===== config.mk =====
export PLATFORM = sky130hd
export DESIGN_NAME = tailors_intersect
export DESIGN_NICKNAME = d
export VERILOG_FILES = /design/src/rtl/tailors_intersect.sv
export SDC_FILE = /design/constraint.sdc
export NUM_CORES = 1
export LEC_CHECK = 0
export CORE_AREA = 2 2 115 73
export CTS_CLUSTER_DIAMETER = 200
export DETAILED_ROUTE_END_ITERATION = 10
export DIE_AREA = 0 0 117 75
export MAX_ROUTING_LAYER = met4
export PLACE_DENSITY_LB_ADDON = 0.2
export SKIP_CTS_REPAIR_TIMING = 1
export SLEW_MARGIN = 20
export SYNTH_ARGS = -nofsm -noshare
export SYNTH_HDL_FRONTEND = slang
export SYNTH_SLANG_ARGS = --single-unit

===== constraint.sdc =====
create_clock -name clk -period 5.55 [get_ports clk]
set_input_delay 1.3875 -clock clk [delete_from_list [all_inputs] [get_ports clk]]
set_output_delay 1.3875 -clock clk [all_outputs]
set_load 0.02 [all_outputs]

===== src/rtl/tailors_intersect.sv =====
// tailors_intersect: sparse-row intersection engine.
// Two coordinate/value streams (A and B) are buffered in small FIFOs and
// merged by index. Coinciding indices produce a match beat; every row pair
// produces exactly one beat with out_last=1 (a match beat or an end beat).
// Optional feature macro: TAILORS_STATS_EN adds saturating match/row
// counters on ports match_count and row_count.

// Small synchronous FIFO with extra-bit pointers (full/empty disambiguation).
module tailors_fifo #(
  parameter int WIDTH = 9,
  parameter int DEPTH = 4
) (
  input  logic             clk,
  input  logic             rst_n,
  input  logic             push_i,
  input  logic [WIDTH-1:0] din_i,
  input  logic             pop_i,
  output logic [WIDTH-1:0] dout_o,
  output logic             empty_o,
  output logic             full_o
);

  localparam int PW = $clog2(DEPTH);

  logic [PW:0]      wr_q, wr_d;
  logic [PW:0]      rd_q, rd_d;
  logic [WIDTH-1:0] mem_q [DEPTH];
  logic             do_push;
  logic             do_pop;

  assign empty_o = (wr_q == rd_q);
  assign full_o  = (wr_q[PW] != rd_q[PW]) && (wr_q[PW-1:0] == rd_q[PW-1:0]);
  assign dout_o  = mem_q[rd_q[PW-1:0]];

  // A push into a full FIFO is legal only when a pop frees the slot the same cycle.
  assign do_push = push_i && (!full_o || pop_i);
  assign do_pop  = pop_i && !empty_o;

  // Pointer advance; the low PW bits wrap modulo DEPTH naturally.
  always_comb begin
    wr_d = wr_q + (PW+1)'(do_push);
    rd_d = rd_q + (PW+1)'(do_pop);
  end

  // Pointer registers; reset empties the FIFO immediately.
  always_ff @(posedge clk or negedge rst_n) begin
    if (!rst_n) begin
      wr_q <= '0;
      rd_q <= '0;
    end else begin
      wr_q <= wr_d;
      rd_q <= rd_d;
    end
  end

  // Storage array; contents are don't-care while empty, so no reset.
  always_ff @(posedge clk) begin
    if (do_push) begin
      mem_q[wr_q[PW-1:0]] <= din_i;
    end
  end

endmodule

// Top-level intersection engine.
module tailors_intersect #(
  parameter int WORD_SIZE   = 4,
  parameter int IDX_SIZE    = 4,
  parameter int BUFFER_SIZE = 4
) (
  input  logic                 clk,
  input  logic                 rst_n,
  input  logic                 a_valid,
  output logic                 a_ready,
  input  logic [IDX_SIZE-1:0]  a_idx,
  input  logic [WORD_SIZE-1:0] a_val,
  input  logic                 a_last,
  input  logic                 b_valid,
  output logic                 b_ready,
  input  logic [IDX_SIZE-1:0]  b_idx,
  input  logic [WORD_SIZE-1:0] b_val,
  input  logic                 b_last,
  output logic                 out_valid,
  input  logic                 out_ready,
  output logic [IDX_SIZE-1:0]  out_idx,
  output logic [WORD_SIZE-1:0] out_a,
  output logic [WORD_SIZE-1:0] out_b,
  output logic                 out_match,
  output logic                 out_last
`ifdef TAILORS_STATS_EN
  ,
  output logic [15:0]          match_count,
  output logic [15:0]          row_count
`endif
);

  localparam int EW = IDX_SIZE + WORD_SIZE + 1;

  typedef enum logic [1:0] {
    MERGE   = 2'd0,
    DRAIN_A = 2'd1,
    DRAIN_B = 2'd2
  } state_t;

  state_t state_q, state_d;

  // FIFO plumbing; entries are packed as {idx, val, last}.
  logic [EW-1:0]        a_din, b_din, a_head, b_head;
  logic                 a_empty, b_empty, a_full, b_full;
  logic                 a_push, b_push;
  logic                 pop_a, pop_b;
  logic [IDX_SIZE-1:0]  ah_idx, bh_idx;
  logic [WORD_SIZE-1:0] ah_val, bh_val;
  logic                 ah_last, bh_last;

  // Engine decode.
  logic both_ne, idx_eq, a_lt;
  logic out_load;

  // Beat proposed by the engine this cycle.
  logic                 emit;
  logic [IDX_SIZE-1:0]  emit_idx;
  logic [WORD_SIZE-1:0] emit_a, emit_b;
  logic                 emit_match, emit_last;

  // Output register.
  logic                 out_valid_q;
  logic [IDX_SIZE-1:0]  out_idx_q;
  logic [WORD_SIZE-1:0] out_a_q, out_b_q;
  logic                 out_match_q, out_last_q;

  assign a_ready = !a_full;
  assign b_ready = !b_full;
  assign a_push  = a_valid && a_ready;
  assign b_push  = b_valid && b_ready;
  assign a_din   = {a_idx, a_val, a_last};
  assign b_din   = {b_idx, b_val, b_last};

  tailors_fifo #(.WIDTH(EW), .DEPTH(BUFFER_SIZE)) u_fifo_a (
    .clk     (clk),
    .rst_n   (rst_n),
    .push_i  (a_push),
    .din_i   (a_din),
    .pop_i   (pop_a),
    .dout_o  (a_head),
    .empty_o (a_empty),
    .full_o  (a_full)
  );

  tailors_fifo #(.WIDTH(EW), .DEPTH(BUFFER_SIZE)) u_fifo_b (
    .clk     (clk),
    .rst_n   (rst_n),
    .push_i  (b_push),
    .din_i   (b_din),
    .pop_i   (pop_b),
    .dout_o  (b_head),
    .empty_o (b_empty),
    .full_o  (b_full)
  );

  assign ah_idx  = a_head[EW-1 -: IDX_SIZE];
  assign ah_val  = a_head[WORD_SIZE:1];
  assign ah_last = a_head[0];
  assign bh_idx  = b_head[EW-1 -: IDX_SIZE];
  assign bh_val  = b_head[WORD_SIZE:1];
  assign bh_last = b_head[0];

  assign both_ne = !a_empty && !b_empty;
  assign idx_eq  = (ah_idx == bh_idx);
  assign a_lt    = (ah_idx < bh_idx);

  // The output register can take a new beat when it is empty or being drained.
  assign out_load = !out_valid_q || out_ready;

  // Engine state register.
  always_ff @(posedge clk or negedge rst_n) begin
    if (!rst_n) begin
      state_q <= MERGE;
    end else begin
      state_q <= state_d;
    end
  end

  // Next-state logic; emitting transitions wait for the output register.
  always_comb begin
    state_d = state_q;
    case (state_q)
      MERGE: begin
        if (both_ne) begin
          if (idx_eq) begin
            if (out_load) begin
              if (ah_last && !bh_last) begin
                state_d = DRAIN_B;
              end else if (bh_last && !ah_last) begin
                state_d = DRAIN_A;
              end
            end
          end else if (a_lt) begin
            if (ah_last) begin
              state_d = DRAIN_B;
            end
          end else begin
            if (bh_last) begin
              state_d = DRAIN_A;
            end
          end
        end
      end
      DRAIN_A: begin
        if (!a_empty && ah_last && out_load) begin
          state_d = MERGE;
        end
      end
      DRAIN_B: begin
        if (!b_empty && bh_last && out_load) begin
          state_d = MERGE;
        end
      end
      default: state_d = MERGE;
    endcase
  end

  // Engine outputs: FIFO pops and the beat offered to the output register.
  always_comb begin
    pop_a      = 1'b0;
    pop_b      = 1'b0;
    emit       = 1'b0;
    emit_idx   = '0;
    emit_a     = '0;
    emit_b     = '0;
    emit_match = 1'b0;
    emit_last  = 1'b0;
    case (state_q)
      MERGE: begin
        if (both_ne) begin
          if (idx_eq) begin
            emit       = 1'b1;
            emit_idx   = ah_idx;
            emit_a     = ah_val;
            emit_b     = bh_val;
            emit_match = 1'b1;
            emit_last  = ah_last & bh_last;
            pop_a      = out_load;
            pop_b      = out_load;
          end else if (a_lt) begin
            pop_a = 1'b1;
          end else begin
            pop_b = 1'b1;
          end
        end
      end
      DRAIN_A: begin
        if (!a_empty) begin
          if (ah_last) begin
            emit      = 1'b1;
            emit_last = 1'b1;
            pop_a     = out_load;
          end else begin
            pop_a = 1'b1;
          end
        end
      end
      DRAIN_B: begin
        if (!b_empty) begin
          if (bh_last) begin
            emit      = 1'b1;
            emit_last = 1'b1;
            pop_b     = out_load;
          end else begin
            pop_b = 1'b1;
          end
        end
      end
      default: begin
        pop_a = 1'b0;
        pop_b = 1'b0;
      end
    endcase
  end

  // Output register: loads when free, holds while stalled, clears on reset.
  always_ff @(posedge clk or negedge rst_n) begin
    if (!rst_n) begin
      out_valid_q <= 1'b0;
      out_idx_q   <= '0;
      out_a_q     <= '0;
      out_b_q     <= '0;
      out_match_q <= 1'b0;
      out_last_q  <= 1'b0;
    end else if (out_load) begin
      out_valid_q <= emit;
      if (emit) begin
        out_idx_q   <= emit_idx;
        out_a_q     <= emit_a;
        out_b_q     <= emit_b;
        out_match_q <= emit_match;
        out_last_q  <= emit_last;
      end
    end
  end

  assign out_valid = out_valid_q;
  assign out_idx   = out_idx_q;
  assign out_a     = out_a_q;
  assign out_b     = out_b_q;
  assign out_match = out_match_q;
  assign out_last  = out_last_q;

`ifdef TAILORS_STATS_EN
  logic        out_fire;
  logic [15:0] match_cnt_q, match_cnt_d;
  logic [15:0] row_cnt_q, row_cnt_d;

  assign out_fire = out_valid_q && out_ready;

  // Saturating handshake counters for matches and completed rows.
  always_comb begin
    match_cnt_d = match_cnt_q;
    row_cnt_d   = row_cnt_q;
    if (out_fire && out_match_q && (match_cnt_q != 16'hFFFF)) begin
      match_cnt_d = match_cnt_q + 16'd1;
    end
    if (out_fire && out_last_q && (row_cnt_q != 16'hFFFF)) begin
      row_cnt_d = row_cnt_q + 16'd1;
    end
  end

  // Counter registers.
  always_ff @(posedge clk or negedge rst_n) begin
    if (!rst_n) begin
      match_cnt_q <= '0;
      row_cnt_q   <= '0;
    end else begin
      match_cnt_q <= match_cnt_d;
      row_cnt_q   <= row_cnt_d;
    end
  end

  assign match_count = match_cnt_q;
  assign row_count   = row_cnt_q;
`endif

endmodule


==> impl_metrics.yaml <==
cells_and_area:
  nets: 308
  diodes: 0
  multi_input_area_sq_um: 1180
  drive_above_1_share: 0.144
  final_cell_area_sq_um: 4930
  syn_to_final_growth_pct: 19.2
  finalCoreUtilization: 0.643
  fillers: 537
  seq_area_sq_um: 2890
route:
  totalWireLength_um: 6940
  num_vias: 2080
  drcViolationCount: 0
  drt_first_iter_violations: 194
  drt-wirelength-per-cell_um: 18.0
  viasPerCell: 5.39
  dr.pass1.iters: 4
  ant_nets: 0
clock_network:
  clkTransAtPathRegs_ps: 60
  clk_path_buf_depth: 2
  htree_levels: 3
  tritoncts: "built"
  clock_sinks: 101
  ctsRootBufferMaster: "clkbuf_16"
  clk_latency_ps: 340
  cts_inserted_buffers: 9
power:
  p_seq_frac: 0.441
  p_switching_uw: 902
  p_leak_nw: 1.85
  p_clk_frac: 0.215
  internal_power_mw: 1.79
  switching_share: 0.335
  ir_drop_mv: 0.364
  power_density_nw_per_um2: 547
  combPwrFrac: 0.344
setup_path:
  cpMaxStageDelayCell: "dfrtp_1"
  crit_path_max_fanout: 11
  critPathTopFamily: "flip-flops"
  path_cells: "xor2_2 > nor2_1 > nand2_1 > clkdlybuf4s50_1"
  critical_path_class: "reg -> out"
  endpoint_kind: "output port"
  cp.arrival_ps: 2150
  worst-path-buf-inv: 1
  crit_cells: 4
  cp-start-kind: "flop"
  r2r_cells: 7
  crit_required_ps: 4160
  cpPeakStageDelay_ps: 760
sta:
  finalSetupTns_ps: 0
  finalMaxSlewViolations: 0
  max_freq_mhz: 283
  worst_pin_slew_ps: 870
  relSlewSlack: 0.417
  rsz0062_at_grt: "no"
  fin_crit_sh: 0.637
  min_period_ps: 3540
  finalClockSkew_ps: 6.31
  hold_viol_final: 0
  setup_viol: 0
synth:
  yosys.cell_count.top_type: "edfxtp_1"
  ys_seq_area_frac: 0.698
  synth_top_area_frac: 0.523
  ys_top_cells_by_count: "edfxtp_1, dfrtp_1, nand2_1"
  syn_inst: 225
  synthArstFlopShare: 0.287
  netlist_top_cells_area: "edfxtp_1, dfrtp_1, mux4_1"
  ys.flop_type: "edfxtp_1"
  synth_nets: 260
  synth_seq_cells: 101
  avgSynthCellArea_sq_um: 18.4
  synth_edf_count: 72
  yosysTopAreaCell: "edfxtp_1"
  syn_area_sq_um: 4140
  yosysUniqueCellTypes: 33
  ys.warnings.count: 0
global_routing:
  antenna_found_initial: 0
  grt_overflow: 0
  grt_max_degree: 30
  met3_usage: 0.0628
  grt_busiest_layer: "met1"
  grt_pass1_vias: 2056
  grtUsageTotal: 0.183
  grt_pass1_wl_um: 11000
  met1_usage: 0.271
  grt_util_met2: 0.240
place:
  post_dp_cell_area_sq_um: 4650
  portBuffers: 39
  hpwl_um: 4930
  routabilityCongestion: 0.840
floorplanning:
  rows: 25
  die_h_um: 75
  ios: 40
  start_util: 0.540
  die_area_sq_um: 8780
  coreArea_sq_um: 7660
  die_w_um: 117
status:
  status: "completed"
worst_hold_path:
  hold_depth: 1
  min_path_type: "reg -> reg"
run:
  cap_violations: 0
worst reg2reg max path, stage by stage, from the launching register on:
cell and delay (ps):
dfrtp_1 740, mux4_1 690, ha_1 340, and4_1 290, nand2_1 70, or3_4 360, nor2_1 660, a22o_1 260
layout by cell type, fill, tap and decap left out, drive strengths merged, types with 2 or more instances in the layout:
cell type,instances
a22o,12
edfxtp,72
ha,12
inv,8
nor3,5
xor2,10
clkdlybuf4s50,39
a21oi,6
nand2,17
nor2b,3
and3,2
nor3b,4
clkinvlp,2
buf,4
mux4,18
dfrtp,29
o21ai,5
clkinv,2
clkbuf,12
nor2,4
state kept, by name, indices dropped and copies added (netlist names), 3 cells and up:
signal / count
u_fifo_b.rd_q: 3
u_fifo_b.mem_q: 36
u_fifo_a.rd_q: 3
u_fifo_b.wr_q: 3
out_a: 4
out_b: 4
u_fifo_a.wr_q: 3
u_fifo_a.mem_q: 36
out_idx: 4
power by group through the flow:
stage | Clock (mW) | Combinational (mW) | Sequential (mW)
6_report | 0.579 | 0.927 | 1.19
5_1_grt | 0.621 | 1.03 | 1.21
4_1_cts | 0.593 | 0.936 | 1.19
3_5_place_dp | 0 | 0.928 | 1.21
3_3_place_gp | 0 | 0.921 | 1.20
2_1_floorplan | 0 | 0.734 | 1.13
stage by stage:
stage / hold slack (ps) / instances / setup slack (ps) / power, mW
2_1_floorplan: 460 / 225 / 2840 / 1.87
3_3_place_gp: 475 / 370 / 2180 / 2.12
3_5_place_dp: 475 / 370 / 2150 / 2.14
4_1_cts: 487 / 386 / 1970 / 2.72
5_1_grt: 498 / 386 / 1820 / 2.87
6_report: 486 / 386 / 2010 / 2.70
final timing paths:
kind	startpoint	to	slack, ps
worst max-delay path	u_fifo_b.rd_q[0]	b_ready	2010
worst min-delay path	u_fifo_b.rd_q[2]	u_fifo_b.rd_q[2]	490
worst max register to register	u_fifo_a.rd_q[0]	out_idx[1]	2100
worst min register to register	u_fifo_b.rd_q[2]	u_fifo_b.rd_q[2]	490
max in group asynchronous	rst_n	out_last	3820
min in group asynchronous	rst_n	out_a[1]	1440
layer usage:
| layer | vias up | part of all wire |
|---|---|---|
| met2 | 48 | 0.43 |
| met1 | 1041 | 0.52 |
| met3 | 6 | 0.044 |
| li1 | 985 | - |
| met4 | 0 | 0.0078 |
| met5 | - | 0 |
final cells by class:
type / count / area share
Inverter: 8 / 0.00609
Clock inverter: 4 / 0.00482
Clock buffer: 12 / 0.0520
Tap cell: 108 / 0.0274
Sequential cell: 101 / 0.586
Multi-Input combinational cell: 110 / 0.239
Timing Repair Buffer: 43 / 0.0853
cells by family after synthesis:
| kind of cell | Yosys count | synth area share |
|---|---|---|
| DFF | 101 | 0.698 |
| and+or+nand+nor | 41 | 0.0532 |
| xor gates and xnor gates | 10 | 0.0302 |
| AOI/OAI and AO/OA | 29 | 0.0541 |
| muxes | 18 | 0.107 |
| buffers and inverters | 14 | 0.0209 |
| adders and majority gates | 12 | 0.0363 |
(Power assumes the default switching activity.)
